File: config.mk
export PLATFORM = sky130hd
export DESIGN_NAME = uart_rx
export DESIGN_NICKNAME = d
export VERILOG_FILES = /design/src/rtl/uart_pkg.sv /design/src/rtl/uart_sync.sv /design/src/rtl/uart_rx.sv
export SDC_FILE = /design/constraint.sdc
export NUM_CORES = 1
export LEC_CHECK = 0
export ABC_AREA = 1
export CAP_MARGIN = 20
export CORE_UTILIZATION = 35
export DETAILED_ROUTE_END_ITERATION = 10
export GPL_TIMING_DRIVEN = 0
export PLACE_DENSITY = 0.57
export SLEW_MARGIN = 20
export SYNTH_ARGS = -nofsm -noshare
export SYNTH_HDL_FRONTEND = slang
export SYNTH_HIERARCHICAL = 1
export SYNTH_SLANG_ARGS = --single-unit
File: constraint.sdc
create_clock -name clock -period 1.7 [get_ports clock]
set_input_delay 0.425 -clock clock [delete_from_list [all_inputs] [get_ports clock]]
set_output_delay 0.425 -clock clock [all_outputs]
set_load 0.02 [all_outputs]
File: src/rtl/uart_pkg.sv
// rtl/uart_pkg.sv - shared UART types and constants
package uart_pkg;
  localparam int UART_DATA_BITS = 8;

  typedef enum logic [1:0] {
    IDLE  = 2'd0,
    START = 2'd1,
    DATA  = 2'd2,
    STOP  = 2'd3
  } uart_rx_state_t;
endpackage

File: src/rtl/uart_sync.sv
// rtl/uart_sync.sv - flop-chain synchronizer for an asynchronous input, resets high
module uart_sync #(
  parameter int SYNC_STAGES = 2
) (
  input  logic clock,
  input  logic resetn,
  input  logic d,
  output logic q
);
  logic [SYNC_STAGES-1:0] chain;

  always_ff @(posedge clock) begin
    if (!resetn) begin
      chain <= '1;
    end else begin
      chain <= {chain[SYNC_STAGES-2:0], d};
    end
  end

  assign q = chain[SYNC_STAGES-1];
endmodule

File: src/rtl/uart_rx.sv
// rtl/uart_rx.sv - 8N1 UART receiver with framing-error, overrun and false-start handling
module uart_rx
  import uart_pkg::*;
#(
  parameter int SYNC_STAGES = 2
) (
  input  logic                      clock,
  input  logic                      resetn,
  input  logic [15:0]               bauddiv_i,
  input  logic                      rx_i,
  input  logic                      rx_full_i,
  output logic [UART_DATA_BITS-1:0] rx_byte_o,
  output logic                      rx_enqueue_o,
  output logic                      frame_err_o,
  output logic                      overrun_o,
  output logic                      rx_busy_o
);
  localparam logic [2:0] LAST_BIT = 3'(UART_DATA_BITS - 1);

  uart_rx_state_t            state;
  logic [15:0]               cnt;
  logic [2:0]                bitcnt;
  logic [UART_DATA_BITS-1:0] shreg;
  logic                      rx_s;
  logic                      line_prev;
  logic                      tick;

  uart_sync #(.SYNC_STAGES(SYNC_STAGES)) u_sync (
    .clock  (clock),
    .resetn (resetn),
    .d      (rx_i),
    .q      (rx_s)
  );

  assign tick      = (cnt == 16'd0);
  assign rx_busy_o = (state != IDLE);

  always_ff @(posedge clock) begin
    if (!resetn) begin
      state        <= IDLE;
      cnt          <= 16'd0;
      bitcnt       <= 3'd0;
      shreg        <= '0;
      line_prev    <= 1'b1;
      rx_byte_o    <= '0;
      rx_enqueue_o <= 1'b0;
      frame_err_o  <= 1'b0;
      overrun_o    <= 1'b0;
    end else begin
      rx_enqueue_o <= 1'b0;
      frame_err_o  <= 1'b0;
      overrun_o    <= 1'b0;
      line_prev    <= rx_s;
      if (!tick) begin
        cnt <= cnt - 16'd1;
      end
      case (state)
        IDLE: begin
          // Only a 1->0 edge starts a frame, so a held-low break cannot retrigger.
          if (line_prev && !rx_s) begin
            state <= START;
            cnt   <= bauddiv_i >> 1;
          end
        end
        START: begin
          if (tick) begin
            if (!rx_s) begin
              state  <= DATA;
              cnt    <= bauddiv_i;
              bitcnt <= 3'd0;
            end else begin
              state <= IDLE;
            end
          end
        end
        DATA: begin
          if (tick) begin
            shreg  <= {rx_s, shreg[UART_DATA_BITS-1:1]};
            cnt    <= bauddiv_i;
            bitcnt <= bitcnt + 3'd1;
            if (bitcnt == LAST_BIT) begin
              state <= STOP;
            end
          end
        end
        STOP: begin
          // Leave mid stop bit so the next start edge is caught with half a bit of margin.
          if (tick) begin
            state <= IDLE;
            if (rx_s) begin
              if (!rx_full_i) begin
                rx_byte_o    <= shreg;
                rx_enqueue_o <= 1'b1;
              end else begin
                overrun_o <= 1'b1;
              end
            end else begin
              frame_err_o <= 1'b1;
            end
          end
        end
        default: state <= IDLE;
      endcase
    end
  end
endmodule
==> key figures, run 1 <==
Timing
  – Clock skew: 0.006489 ns
  – Final setup viols: 0
  – Final setup margin: 0.02830 ns
  – Setup TNS: 0 ns
  – Max_slew headroom: 67.72%
  – Worst hold slack: 0.4139 ns
  – Hold Vio Cnt, Final: 0
  – RSZ-0062 raised after global routing: yes
  – Max Slew Vio Count: 0
  – F_max: 0.5982 GHz
  – Crit path time final: 1.672 ns
  – Final period util: 98.34%
  – Tightest Pin Transition: 0.4842 ns

Clock network
  – Clk sinks: 43
  – Insertion delay to the later sink of the worst-skew pair: 0.30 ns
  – Hold Buf Count CTS: 0
  – CTS Buffer Depth: 2
  – TritonCTS clock tree: yes
  – Clk slew on worst S/H paths: 0.09 ns
  – Inserted Clock Buffers: 5
  – Root Buffer: clkbuf_8
  – CTS H-tree lvls: 2

Floorplan
  – Die height: 82.97 um
  – Placement Rows: 29
  – Initial core utilization: 36.14%
  – CORE AREA: 0.006350 mm2
  – DIE AREA: 0.006884 mm2
  – Die width: 82.97 um
  – I/O Pins: 32

Worst setup path
  – Crit start category: flip-flop
  – Critical path endpoint category: flip-flop
  – Setup CP Type: flip-flop to flip-flop
  – Crit path max fanout: 7
  – Arr. time, crit path: 1.90 ns
  – Req. time, crit path: 1.93 ns

Layout
  – Area Overhead vs Synth: 38.33%
  – Non-filler cells, final: 475
  – Share of cells above drive strength 1: 22.36%
  – Finished layout cell area: 0.003174 mm2
  – Final #Nets: 421
  – # diodes: 0
  – Fillers: 647

Power and ir drop
  – Pwr dens: 1666 mW/mm2
  – Max rail drop VDD: 1.055 mV
  – Leakage: 1.452 nW

Placed design
  – Post-detail-place hpwl: 4.433 mm
  – Post-Place Cell Area: 0.002701 mm2
  – DP Cell Count: 446
  – GPL Wtd Cong: 0.8167
  – Setup WS pre-CTS: -0.3157 ns
  – I/O Buffers: 31

GRT
  – First-pass GRT wire length: 10.14 mm
  – Largest net degree at the start of global routing: 15
  – Initial antenna violation count: 0
  – Number of global-route vias before repair: 2,124
  – Grt ovf: 0
  – GR Util All Layers: 18.28%

Synth
  – Cell area after synthesis: 0.002295 mm2
  – Seq cells post-synth: 43
  – Post-synthesis cell count: 338
  – Ys flop type: dfxtp_1
  – Synth area leader: dfxtp_1
  – Post-synth EDFFs: 0
  – Synth unique cells: 33
  – Synth top area cells: dfxtp_1 38%, nand2_1 13%, nor2_1 9.0%, inv_1 5.9%, a21oi_1 5.7%
  – Async SR Flop Fraction: 0%
  – Register area share after synthesis: 37.51%
  – Yosys top cell area share: 37.51%
  – Most frequent cell after synthesis: nand2_1
  – Commonest cells in the synthesized netlist: 78 x nand2_1, 55 x nor2_1, 43 x dfxtp_1, 36 x inv_1, 26 x a21oi_1
  – Mapped Nets: 362
  – Total of warnings raised by yosys: 6
  – Avg Cell Area, Syn: 6.789 um2

Drt
  – DRC errors left: 0
  – Initial DRC count: 111
  – Vias per cell: 4.998
  – Wirelength per Cell: 13.47 um
  – Drt first pass iters: 4
  – Total wire length: 6.396 mm
  – Final ANT Viol Nets: 0
  – DR vias: 2,374

Outcome
  – Status: finished, final reports clean

Run
  – Max-Cap Viols: 0

Min path
  – Worst min-delay path class: flip-flop to flip-flop
==> cells in the final DEF (no fill, tap or decap), types with 3 or more instances in the layout <==
cell and instances:
dfxtp_2 5, clkbuf_8 6, a22oi_2 7, dfxtp_1 37, buf_6 9, a22oi_1 5
ha_1 3, a21oi_2 5, xor2_1 6, nor2_1 49, nand2_2 6, nand3_1 20
inv_2 4, o21bai_1 3, clkdlybuf4s50_1 29, nor2_4 7, a21oi_1 22, buf_4 16
inv_1 31, nor2_2 8, nand2_1 73, o21ai_0 15
==> logic make-up (layout without fill, tap and decap cells) <==
family                     count (synthesis)  count (layout)  synth area share (%)
adders and majority gates                  4               4                 2.181
xor gates and xnor gates                   6               6                 2.290
buffers and inverters                     47             107                 8.778
and+or+nand+nor                          171             171                 31.52
DFF                                       43              43                 37.51
AOI/OAI and AO/OA                         67              67                 17.72
==> cell type report <==
| type | count | area (um2) | share of cell area (%) |
|---|---|---|---|
| plain buffers | 9 | 77.57 | 2.444 |
| clock buffers | 6 | 82.58 | 2.602 |
| inverters | 38 | 151.4 | 4.769 |
| well taps | 77 | 96.34 | 3.035 |
| flip-flops and latches | 43 | 870.8 | 27.43 |
| multi-input cells | 248 | 1373 | 43.24 |
| repair buffers | 52 | 484.2 | 15.25 |
| clock inverters | 2 | 38.79 | 1.222 |
==> critical path, cell delays in order (launching register included) <==
cell and delay (ns):
dfxtp_4 0.37, inv_4 0.06, ha_4 0.15, nand3_4 0.08
nor2_4 0.13, nand2_2 0.08, buf_8 0.14, a21oi_4 0.23
buf_6 0.17, a22oi_1 0.07, a21oi_1 0.13
==> path summary, 6_finish.rpt <==
| kind | from | endpoint | slack [ns] | cells after the start |
|---|---|---|---|---|
| worst max-delay path | cnt[0]$_SDFF_PN0_ | cnt[7]$_SDFF_PN0_ | 0.03 | 10 |
| worst max register to register | cnt[0]$_SDFF_PN0_ | cnt[7]$_SDFF_PN0_ | 0.03 | 10 |
| worst min register to register | u_sync/chain[0]$_SDFF_PN1_ | u_sync/chain[1]$_SDFF_PN1_ | 0.41 | 2 |
| worst min-delay path | u_sync/chain[0]$_SDFF_PN1_ | u_sync/chain[1]$_SDFF_PN1_ | 0.41 | 2 |
==> layer usage <==
layer  GRT usage (%)  routed length [um]  vias to the layer above
met1           23.98                3058                     1121
met3           3.082                 243                        8
met4           6.740                  97                        0
met5               0                   0                        -
met2           30.10                2997                       39
li1                -                   -                     1206
==> metrics by stage <==
step / total power, mW / utilization (%)
finish: 5.289 / 49.99
floorplan: 3.229 / -
detailed placement: 3.728 / 42.54
CTS: 4.844 / 46.09
global placement: 3.708 / 42.54
global route: 5.721 / 49.99
==> timing repair <==
action,CTS,global route
gates resized for setup,20,51
endpoints found under the setup margin,38,35
cloned,3,0
pin swaps,5,15
buffers inserted,5,13
==> registers in the layout, summed over array words and instances (netlist names), named ones only <==
| name | count |
|---|---|
| overrun_o | 1 |
| rx_enqueue_o | 1 |
| u_sync/chain | 2 |
| frame_err_o | 1 |
| bitcnt | 3 |
| cnt | 16 |
| shreg | 8 |
| line_prev | 1 |
| state | 1 |
| rx_byte_o | 8 |
==> report_power, final <==
| group | leakage (nW) | internal [mW] | switching [mW] |
|---|---|---|---|
| Clock | 0.0618 | 0.484 | 0.393 |
| Sequential | 0.351 | 1.21 | 0.230 |
| Combinational | 1.04 | 1.28 | 1.70 |
(Power assumes the default switching activity.)
==> run 2: changes to the inputs <==
- GPL_ROUTABILITY_DRIVEN: not set -> 0
==> results of run 2 <==
The final DEF is identical to that of run 1; final timing and power are the same.
